<file path="src/rtl/mig_bist_pkg.sv">
// Shared types, polynomials and next-state helpers for the majority-chain BIST controller.
package mig_bist_pkg;

  typedef enum logic [1:0] {
    ST_IDLE,
    ST_RUN,
    ST_DONE
  } state_e;

  localparam int              LFSR_W       = 13;
  localparam int              MISR_W       = 16;
  // Tap mask for x^13+x^4+x^3+x+1: bits 12,3,2,0 feed the shift-in bit.
  localparam logic [LFSR_W-1:0] LFSR_TAPS  = 13'h100D;
  localparam logic [MISR_W-1:0] MISR_POLY  = 16'h1021;
  localparam logic [LFSR_W-1:0] DEFAULT_SEED = 13'h0001;

  function automatic logic [LFSR_W-1:0] lfsr_next(input logic [LFSR_W-1:0] q);
    return {q[LFSR_W-2:0], ^(q & LFSR_TAPS)};
  endfunction

  function automatic logic [MISR_W-1:0] misr_next(input logic [MISR_W-1:0] sig,
                                                  input logic            bit_in);
    logic fb;
    fb = sig[MISR_W-1] ^ bit_in;
    return {sig[MISR_W-2:0], 1'b0} ^ (fb ? MISR_POLY : '0);
  endfunction

endpackage

</file>
<file path="src/rtl/mig_bist_ctrl_if.sv">
// Handshake and data bundle between the BIST controller and its requester / chain under test.
interface mig_bist_ctrl_if #(
  parameter int PI_W  = 13,
  parameter int SIG_W = 16
);
  logic             start;
  logic [SIG_W-1:0] golden;
  logic [PI_W-1:0]  pi_out;
  logic             po_in;
  logic             busy;
  logic             done;
  logic             pass;
  logic [SIG_W-1:0] signature;
  logic [15:0]      pat_count;

  modport master (
    output start, golden, po_in,
    input  pi_out, busy, done, pass, signature, pat_count
  );

  modport slave (
    input  start, golden, po_in,
    output pi_out, busy, done, pass, signature, pat_count
  );
endinterface

</file>
<file path="src/rtl/mig_bist_lfsr.sv">
// Pattern register: loads the seed on a run start and advances one LFSR step per absorb.
module mig_bist_lfsr
  import mig_bist_pkg::*;
#(
  parameter logic [LFSR_W-1:0] SEED = DEFAULT_SEED
) (
  input  logic              clk,
  input  logic              rst_n,
  input  logic              load_i,
  input  logic              adv_i,
  output logic [LFSR_W-1:0] q_o
);

  logic [LFSR_W-1:0] q_q, q_d;

  always_comb begin
    q_d = q_q;
    if (load_i)     q_d = SEED;
    else if (adv_i) q_d = lfsr_next(q_q);
  end

  always_ff @(posedge clk or negedge rst_n) begin
    if (!rst_n) q_q <= '0;
    else        q_q <= q_d;
  end

  assign q_o = q_q;

endmodule

</file>
<file path="src/rtl/mig_bist_ctrl.sv">
// BIST sequencer: drives LFSR patterns into the chain, compacts po_in into a MISR, grades vs golden.
module mig_bist_ctrl
  import mig_bist_pkg::*;
#(
  parameter int                PI_W       = 13,
  parameter int                SIG_W      = 16,
  parameter int                N_PATTERNS = 1023,
  parameter int                SETTLE     = 0,
  parameter logic [PI_W-1:0]   LFSR_SEED  = DEFAULT_SEED
) (
  input logic            clk,
  input logic            rst_n,
  mig_bist_ctrl_if.slave bus
);

  localparam int SET_W = 4;

  state_e           state_q;
  logic [SIG_W-1:0] sig_q, sig_d, gold_q;
  logic [15:0]      cnt_q;
  logic [SET_W-1:0] settle_q;
  logic             busy_q, done_q, pass_q;
  logic             load, absorb;
  logic [PI_W-1:0]  pi_q;

  assign load   = bus.start && (state_q != ST_RUN);
  assign absorb = (state_q == ST_RUN) && (settle_q == SET_W'(SETTLE));
  assign sig_d  = misr_next(sig_q, bus.po_in);

  mig_bist_lfsr #(.SEED(LFSR_SEED)) u_lfsr (
    .clk    (clk),
    .rst_n  (rst_n),
    .load_i (load),
    .adv_i  (absorb),
    .q_o    (pi_q)
  );

  always_ff @(posedge clk or negedge rst_n) begin
    if (!rst_n) begin
      state_q  <= ST_IDLE;
      sig_q    <= '0;
      gold_q   <= '0;
      cnt_q    <= '0;
      settle_q <= '0;
      busy_q   <= 1'b0;
      done_q   <= 1'b0;
      pass_q   <= 1'b0;
    end else begin
      case (state_q)
        ST_RUN: begin
          if (!absorb) begin
            settle_q <= settle_q + 1'b1;
          end else begin
            settle_q <= '0;
            sig_q    <= sig_d;
            cnt_q    <= cnt_q + 16'd1;
            // Grade against the signature being written this edge, not the stale one.
            if (cnt_q == 16'(N_PATTERNS - 1)) begin
              state_q <= ST_DONE;
              busy_q  <= 1'b0;
              done_q  <= 1'b1;
              pass_q  <= (sig_d == gold_q);
            end
          end
        end
        default: begin
          if (bus.start) begin
            state_q  <= ST_RUN;
            busy_q   <= 1'b1;
            done_q   <= 1'b0;
            pass_q   <= 1'b0;
            sig_q    <= '0;
            cnt_q    <= '0;
            settle_q <= '0;
            gold_q   <= bus.golden;
          end
        end
      endcase
    end
  end

  assign bus.pi_out    = pi_q;
  assign bus.busy      = busy_q;
  assign bus.done      = done_q;
  assign bus.pass      = pass_q;
  assign bus.signature = sig_q;
  assign bus.pat_count = cnt_q;

endmodule

</file>
<file path="src/flat_wrapper.sv">
// flat-port wrapper written by rule: the top's interface ports become plain ports
module mig_bist_ctrl_flat import mig_bist_pkg::*;
#(
  parameter int                PI_W       = 13,
  parameter int                SIG_W      = 16,
  parameter int                N_PATTERNS = 1023,
  parameter int                SETTLE     = 0,
  parameter logic [PI_W-1:0]   LFSR_SEED  = DEFAULT_SEED
)
  (clk, rst_n, bus_start, bus_golden, bus_po_in, bus_pi_out, bus_busy, bus_done, bus_pass, bus_signature, bus_pat_count);
  mig_bist_ctrl_if #(.PI_W(PI_W), .SIG_W(SIG_W)) bus_i ();
  input logic clk;
  input logic rst_n;
  input wire logic [$bits(bus_i.start)-1:0] bus_start;
  input wire logic [$bits(bus_i.golden)-1:0] bus_golden;
  input wire logic [$bits(bus_i.po_in)-1:0] bus_po_in;
  output wire logic [$bits(bus_i.pi_out)-1:0] bus_pi_out;
  output wire logic [$bits(bus_i.busy)-1:0] bus_busy;
  output wire logic [$bits(bus_i.done)-1:0] bus_done;
  output wire logic [$bits(bus_i.pass)-1:0] bus_pass;
  output wire logic [$bits(bus_i.signature)-1:0] bus_signature;
  output wire logic [$bits(bus_i.pat_count)-1:0] bus_pat_count;
  assign bus_i.start = bus_start;
  assign bus_i.golden = bus_golden;
  assign bus_i.po_in = bus_po_in;
  assign bus_pi_out = bus_i.pi_out;
  assign bus_busy = bus_i.busy;
  assign bus_done = bus_i.done;
  assign bus_pass = bus_i.pass;
  assign bus_signature = bus_i.signature;
  assign bus_pat_count = bus_i.pat_count;
  mig_bist_ctrl #(.PI_W(PI_W), .SIG_W(SIG_W), .N_PATTERNS(N_PATTERNS), .SETTLE(SETTLE), .LFSR_SEED(LFSR_SEED)) u_core (.clk(clk), .rst_n(rst_n), .bus(bus_i));
endmodule
</file>
<file path="config.mk">
export PLATFORM = sky130hd
export DESIGN_NAME = mig_bist_ctrl_flat
export DESIGN_NICKNAME = d
export VERILOG_FILES = /design/src/rtl/mig_bist_pkg.sv /design/src/rtl/mig_bist_ctrl_if.sv /design/src/rtl/mig_bist_lfsr.sv /design/src/rtl/mig_bist_ctrl.sv /design/src/flat_wrapper.sv
export SDC_FILE = /design/constraint.sdc
export NUM_CORES = 1
export LEC_CHECK = 0
export ABC_AREA = 1
export ABC_CLOCK_PERIOD_IN_PS = 1650
export CORE_MARGIN = 2
export CORE_UTILIZATION = 50
export CTS_CLUSTER_SIZE = 28
export DETAILED_ROUTE_END_ITERATION = 16
export PLACE_DENSITY = 0.78
export SKIP_CTS_REPAIR_TIMING = 1
export SYNTH_ARGS = -nofsm -noshare
export SYNTH_HDL_FRONTEND = slang
export SYNTH_SLANG_ARGS = --single-unit
</file>
<file path="constraint.sdc">
create_clock -name clk -period 1.65 [get_ports clk]
set_input_delay 0.33 -clock clk [delete_from_list [all_inputs] [get_ports clk]]
set_output_delay 0.33 -clock clk [all_outputs]
set_load 0.005 [all_outputs]
</file>
### Yosys cells after proc, flatten, opt, wreduce, memory -nomap -nowiden

Index checks and enable logic that the tools add are counted.

| storage, ports and cells | value |
|---|---|
| bits in registers | 70 |
| bits in latches | 0 |
| bits in writable memories | 0 |
| ROM bits | 0 |
| output and inout port bits | 48 |
| logic and storage cells | 55 |
| memories kept | 0 |

| operators by class | value |
|---|---|
| $add $sub $neg | 2 |
| multiply operators | 0 |
| divide/modulo/power cells | 0 |
| magnitude comparators | 0 |
| eq/ne operators | 6 |
| shift-type cells | 0 |
| multiplexer cells | 26 |
| bitwise operators | 3 |
| reduce and logical (&&, ||, !) cells | 9 |

Operator list:

| operator | count |
|---|---|
| 16-bit 2-to-1 mux | 5 |
| 13-bit 2-to-1 mux | 3 |
| 16-bit by 1-bit adder with 16-bit output (second input constant) | 1 |
| 16-bit by 10-bit == test with 1-bit output (second input constant) | 1 |
| 16-bit == test | 1 |
| 16-bit XOR | 1 |
| 13-bit parity | 1 |
| 4-bit 2-to-1 mux | 3 |
| 1-bit 2-to-1 mux | 11 |
| 2-bit 2-to-1 mux | 4 |
| 4-bit by 1-bit adder with 4-bit output (second input constant) | 1 |
| 4-bit logical NOT | 1 |
| 2-bit by 1-bit inequality test with 1-bit output (second input constant) | 2 |
| 2-bit AND reduction | 2 |
| 2-bit nonzero test | 2 |
| 3-bit AND reduction | 1 |
| 2-bit by 1-bit == test with 1-bit output (second input constant) | 1 |
| 1-bit logical AND | 2 |
| 2-bit inequality test (second input constant) | 1 |
| 1-bit inverter | 1 |
| 1-bit XOR | 1 |

### Longest topological paths before layout

Gate-level depths: netlist of the first run.

| logic depth | value |
|---|---|
| word-level depth | 7 |
| gate-level depth with buffers | 10 |
| depth with buffers taken out | 10 |

### By module

A second synthesis of the first run with hierarchy kept.

| unflattened totals | value |
|---|---|
| cells, all modules | 409 |
| area, all modules | 3373.2 µm² |

Modules (own cells, without submodules):

| module | times used | cells an instance | area an instance (µm²) | sequential area each (µm²) |
|---|---|---|---|---|
| mig_bist_ctrl | 1 | 344 | 2801.4 | 1376.3 |
| mig_bist_lfsr | 1 | 65 | 571.8 | 325.3 |

### Worst setup path before layout of the first run

Ideal clock, no wire load.

| path | value |
|---|---|
| path type | register to register |
| start point | reg u_core.settle_q[0] |
| end point | reg u_core.cnt_q[14] (netlist: u_core.bus.pat_count[14]) |
| library setup time | 117 ps |
| arrival time | 1330 ps |
| data required time | 1533 ps |
| slack | 202 ps |
| stages on the path, launching flop included | 10 |
| period minus slack after synthesis | 1448 ps |
| cells stage by stage | dfrtp_1 inv_1 ha_1 nand2_2 nor2_8 nor2_8 nor2_4 nand3_1 o21ai_1 nor2_1 |

| between the ends | value |
|---|---|
| longest elaborated chain between the ends | 4 |

Ends and longest elaborated chain:

| element | line | text |
|---|---|---|
| start: declaration | mig_bist_ctrl.sv:21 | `logic [SET_W-1:0] settle_q;` |
| start signal: assignment | mig_bist_ctrl.sv:52 | `settle_q <= settle_q + 1'b1;` |
| 4-bit logical NOT | mig_bist_ctrl.sv:27 | `assign absorb = (state_q == ST_RUN) && (settle_q == SET_W'(SETTLE));` |
| 1-bit logical AND | mig_bist_ctrl.sv:27 |  |
| 2-bit by 1-bit inequality test with 1-bit output (no source line) | - |  |
| 2-bit AND reduction (no source line) | - |  |
| end signal: assignment | mig_bist_ctrl.sv:56 | `cnt_q <= cnt_q + 16'd1;` |
| end: declaration | mig_bist_ctrl.sv:20 | `logic [15:0] cnt_q;` |

Every way passes these cells.
A chain may end at the register's enable or synchronous reset.

### Worst setup path after layout of the first run

| path | value |
|---|---|
| start point | reg u_core.cnt_q[2] (netlist: u_core.bus.pat_count[2]) |
| end point | out bus_pat_count[2] |

RTL lines:

| element | line | text |
|---|---|---|
| end: declaration | flat_wrapper.sv:22 | `output wire logic [$bits(bus_i.pat_count)-1:0] bus_pat_count;` |

No word-level cell between the ends.

==> metrics.txt, run 1 <==
multi-input logic area 1370 um^2; Congestion Overflow GR 0; R2R depth 9; setup slack, reg-to-reg 0.10 ns; CTS clock-pin slew for the worst setup and hold paths 0.07 ns; period utilisation layout 0.982; Worst Skew 0.00661 ns; Synthesized Nets roughly 420; Die X-Extent around 86 um; DIE AREA 7320 um^2; Crit Reg-Reg Endpoint u_core.bus.pat_count[10]; CTS tree built; Detailed Routing Iterations Pass 1 5; HP Class primary input to async pin; Pleak 2.09 nW; number of global-route vias before repair 2839; Worst Path Required between 1 and 1.5 ns; initial antenna violation count 0; worst rel slew slack 0.757; post-synthesis cell area 3320 um^2; htree depth 3; sequential share of the synthesized area 0.512; Layout Cells excl Fill 566; critical path's largest stage delay ~0.52 ns; Final #Nets 508; Crit. End Element primary output; IO Pins 68; worst-case clock buffer depth 2; top_reg_cell synth dfrtp_1; final setup fails 0; syn avg cell area approximately 8.3 um^2; Final Core Density 0.693; Achievable Freq 617 MHz; Critical Path AT 1.29 ns; CP top delay family buffers and inverters; commonest non-fill, non-tap cell in the layout nand2_1; Cells after DPL 545; Cell variety after synth 28; Area growth syn-to-layout 33.0%; DP HPWL 5470 um; worst-margin pin slew 0.365 ns; Post-DRT Antenna Nets 0; Filler cells between 400 and 500; hold slack -0.0147 ns; FF+latch area roughly 1700 um^2; synth top area cells dfrtp_1, nand2_1, inv_1; most frequent cells in the layout nand2_1, clkdlybuf4s50_1, dfrtp_1, inv_1, o21ai_0; share of layout cells above drive strength 1 0.123; Max Cap Viol 0; Clk Latency, worst-skew pair 0.35 ns; Root Buffer clkbuf_8; instance count of the mapped netlist 400; busiest grt layer met2; critical path fanouts, max 6; clk sinks 68; violated checks negative hold slack; YS warnings 0; met2 Use GR 0.374; via density per instance between 5 and 6; row count 29; Power Total approximately 0.007 W; Seq cells post-synth between 60 and 70; met1 GRT Util 0.296; n_diodes 0; Starting Density 0.521; EDFF count, synth 0; Cell Pwr Density 1580 nW/um^2; die height 85.5 um; final period demand of the worst path 1.62 ns; final-report max-slew violation count 0; CORE AREA 6390 um^2; Max VDD drop 0.802 mV; WS Path Type flop to primary output; Final Hold Vio Count 13; RR Startpoint u_core.settle_q[0]; pin count of the biggest net entering global routing 69; residual DRC count 0; DR WL/cell 14.1 um; dominant cell type by area after synthesis dfrtp_1; status finished with violations; CP max-delay cell clkdlybuf4s50_1; crit path launch type flop; CP Cell Sequence clkdlybuf4s50_1; total number of vias 2991; global-route wire length before repair 13100 um; Post-synth ARST share 1.00; routed wire length ~8000 um; met3 demand-to-capacity share in global routing 0.0327; Tot GR Track Use 0.227; global placer's final weighted congestion 0.841; Detailed Route Iter0 Violations 120; CP bufs+invs 1; share of the synthesized area in the top cell type 0.512; Num CTS Buffers 9; setup TNS 0 ns; input/output buffers 67
routing by layer:
| metal | share of wire | wire (um) |
|---|---|---|
| met1 | 0.42 | 3350 |
| met2 | 0.50 | 3980 |
| met3 | 0.056 | 449 |
| met4 | 0.022 | 178 |
| met5 | 0 | 0 |
worst max path at each step:
stage                                       start                       end  cells past startpoint
final                     u_core.bus.pat_count[2]          bus_pat_count[2]                      1
after global routing           u_core.settle_q[0]  u_core.bus.pat_count[14]                     10
after CTS                 u_core.bus.pat_count[2]          bus_pat_count[2]                      1
after detailed placement                bus_start           u_core.bus.pass                      7
after global placement                  bus_start  u_core.bus.pat_count[14]                      8
after floorplan                u_core.settle_q[0]  u_core.bus.pat_count[14]                      9
sequential cells by signal, indices dropped and copies added (netlist names):
signal	cells
u_core.u_lfsr.q_o	13
u_core.bus.pass	1
u_core.gold_q	16
u_core.state_q	2
u_core.settle_q	4
u_core.bus.pat_count	16
u_core.bus.signature	16
area by class of cell:
type | count | area share
Multi-Input combinational cell | 262 | 0.311
Inverter | 61 | 0.0529
Timing Repair Buffer | 82 | 0.180
Sequential cell | 68 | 0.386
Clock buffer | 11 | 0.0320
Tap cell | 77 | 0.0218
Clock inverter | 5 | 0.0170
cells in the mapped netlist, types with 2 or more instances:
| library cell | instances |
|---|---|
| nor2_1 | 26 |
| clkbuf_1 | 2 |
| nor2_8 | 3 |
| inv_2 | 2 |
| nand2_1 | 112 |
| o31ai_1 | 5 |
| nand2_4 | 4 |
| ha_1 | 4 |
| a21oi_1 | 13 |
| o21ai_0 | 32 |
| xnor2_1 | 6 |
| nor2_4 | 4 |
| nand3_1 | 21 |
| xor2_1 | 2 |
| o21ai_1 | 6 |
| inv_1 | 58 |
| o22ai_1 | 16 |
| nor3_1 | 2 |
| buf_2 | 6 |
| dfrtp_1 | 68 |
power breakdown:
part	leakage, nW	internal, W	switching, W
clock	0.113	0.000885	0.000624
combinational	1.07	0.00127	0.00172
sequential	0.901	0.00213	0.000381
total	2.09	0.00429	0.00272
stage by stage:
step	worst slack, ns	hold WS (ns)	cell area (um^2)
6_report	0.0297	-0.0147	4420
2_1_floorplan	0.202	0.0344	3320
4_1_cts	-0.0311	-0.00334	4350
5_1_grt	-0.0135	0.0233	4420
3_5_place_dp	0.00419	0.379	4130
3_3_place_gp	0.0440	0.380	4130
kinds of logic (layout without fill, tap and decap cells):
group	Yosys count	count (layout)	share of synthesized area
AOI/OAI and AO/OA	73	73	0.121
xor gates and xnor gates	8	8	0.0211
adders and majority gates	4	4	0.0151
buffers and inverters	70	159	0.0828
DFF	68	68	0.512
and+or+nand+nor	177	177	0.248
No activity file was read; power rests on OpenSTA's default activity.
==> run 2: changes to the inputs <==
==> constraint.sdc (replaced) <==
create_clock -name clk -period 1.65 [get_ports clk]
set_input_delay 0.33 -clock clk [delete_from_list [all_inputs] [get_ports clk]]
set_output_delay 0.33 -clock clk [all_outputs]
set_load 0.1 [all_outputs]
==> run 2 against run 1 <==
Net effect: the run now ends clean; sequential share of layout area fell by 2.8 points; via count fell by 0.87%; clock skew rose by 0.0055 ns; largest power group unchanged.
==> metrics.txt, run 2 (synthesized netlist as in run 1, its figures left out) <==
Pleak 2.21 nW; Power Total 0.00925 W; final-report max-slew violation count 0; CTS tree built; CP bufs+invs 1; worst-case clock buffer depth 2; CP top delay family simple AND/OR/NAND/NOR gates; Tot GR Track Use 0.235; Max Cap Viol 0; Crit. End Element flop; CORE AREA 6390 um^2; global-route wire length before repair 13500 um; Detailed Route Iter0 Violations about 200; status completed; most frequent cells in the layout nand2_1, inv_1, buf_12, dfrtp_1, o21ai_0; WS Path Type flop to flop; htree depth 3; critical path fanouts, max 5; Post-DRT Antenna Nets 0; commonest non-fill, non-tap cell in the layout nand2_1; Die X-Extent 85.5 um; final setup fails 0; via density per instance 5.26; DIE AREA 7320 um^2; critical path's largest stage delay about 0.47 ns; clk sinks 68; number of global-route vias before repair 2884; crit path launch type flop; final period demand of the worst path around 1.5 ns; hold slack roughly 0.48 ns; Num CTS Buffers 9; total number of vias 2965; HP Class primary input to async pin; DP HPWL 5830 um; Final Hold Vio Count 0; Starting Density 0.521; input/output buffers 67; Final #Nets roughly 510; Worst Path Required 1.93 ns; Worst Skew 0.0121 ns; worst-margin pin slew 0.531 ns; Congestion Overflow GR 0; die height 85.5 um; row count 29; Max VDD drop 1.64 mV; pin count of the biggest net entering global routing 26; Detailed Routing Iterations Pass 1 5; most used cell, CP nand2_1; Clk Latency, worst-skew pair 0.35 ns; CP Cell Sequence ha_1, inv_1, nor2_2, nand3_2, nor2_4, nand3_1, nand2_1, nand2_1, nor2_1; Root Buffer clkbuf_8; initial antenna violation count 0; Cell Pwr Density 1900 nW/um^2; worst rel slew slack 0.646; Achievable Freq 654 MHz; share of layout cells above drive strength 1 0.253; DR WL/cell about 14 um; CTS clock-pin slew for the worst setup and hold paths about 0.08 ns; period utilisation layout 0.927; residual DRC count 0; Critical Path AT 1.81 ns; IO Pins 68; Area growth syn-to-layout 46.7%; CP max-delay cell dfrtp_4; n_diodes 0; Filler cells 410; routed wire length 7980 um; global placer's final weighted congestion 0.884; RSZ-0062 raised after global routing yes
## run 2: layout make-up
type	instances	area (um^2)	area share
Sequential cell	68	1750	0.358
Multi-Input combinational cell	262	1360	0.279
Timing Repair Buffer	80	1270	0.261
Inverter	61	234	0.0480
Clock buffer	10	128	0.0262
Tap cell	77	96.3	0.0197
Clock inverter	6	41.3	0.00846
## run 2: path summary, 6_finish.rpt
kind                                              start                  endpoint  slack [ns]  depth (start not counted)
worst max-delay path            u_core.bus.pat_count[1]  u_core.bus.pat_count[12]        0.12                          9
worst min-delay path                              rst_n      u_core.u_lfsr.q_o[1]        0.48                          2
worst max register to register  u_core.bus.pat_count[1]  u_core.bus.pat_count[12]        0.12                          9
worst min register to register        u_core.gold_q[10]         u_core.gold_q[10]        0.52                          2
max in group asynchronous                         rst_n         u_core.state_q[0]        0.63                          3
min in group clk                      u_core.gold_q[10]         u_core.gold_q[10]        0.52                          2
## run 2: routing by layer
layer  vias up  wire length [um]  global-route usage
met5         -                 0                   0
li1       1441                 -                   -
met3        17               432              0.0481
met4         0               165              0.0981
met1      1402              3350               0.306
met2       105              4030               0.385
## run 2: through the flow
| step | instances | setup TNS [ns] | worst slack [ns] | utilization | cell area (um^2) |
|---|---|---|---|---|---|
| after floorplan | 400 | 0 | 0.0205 | - | 3370 |
| after global placement | 547 | 0 | 0.0814 | 0.734 | 4690 |
| after detailed placement | 547 | 0 | 0.0165 | 0.734 | 4690 |
| after CTS | 563 | 0 | 0.0584 | 0.760 | 4860 |
| after global routing | 564 | -0.103 | -0.0376 | 0.764 | 4880 |
| final | 564 | 0 | 0.120 | 0.764 | 4880 |
## run 2: power by group
group / internal, W / total, W / switching, W
clock network: 0.000545 / 0.00121 / 0.000662
registers: 0.00217 / 0.00272 / 0.000543
logic: 0.00181 / 0.00532 / 0.00351
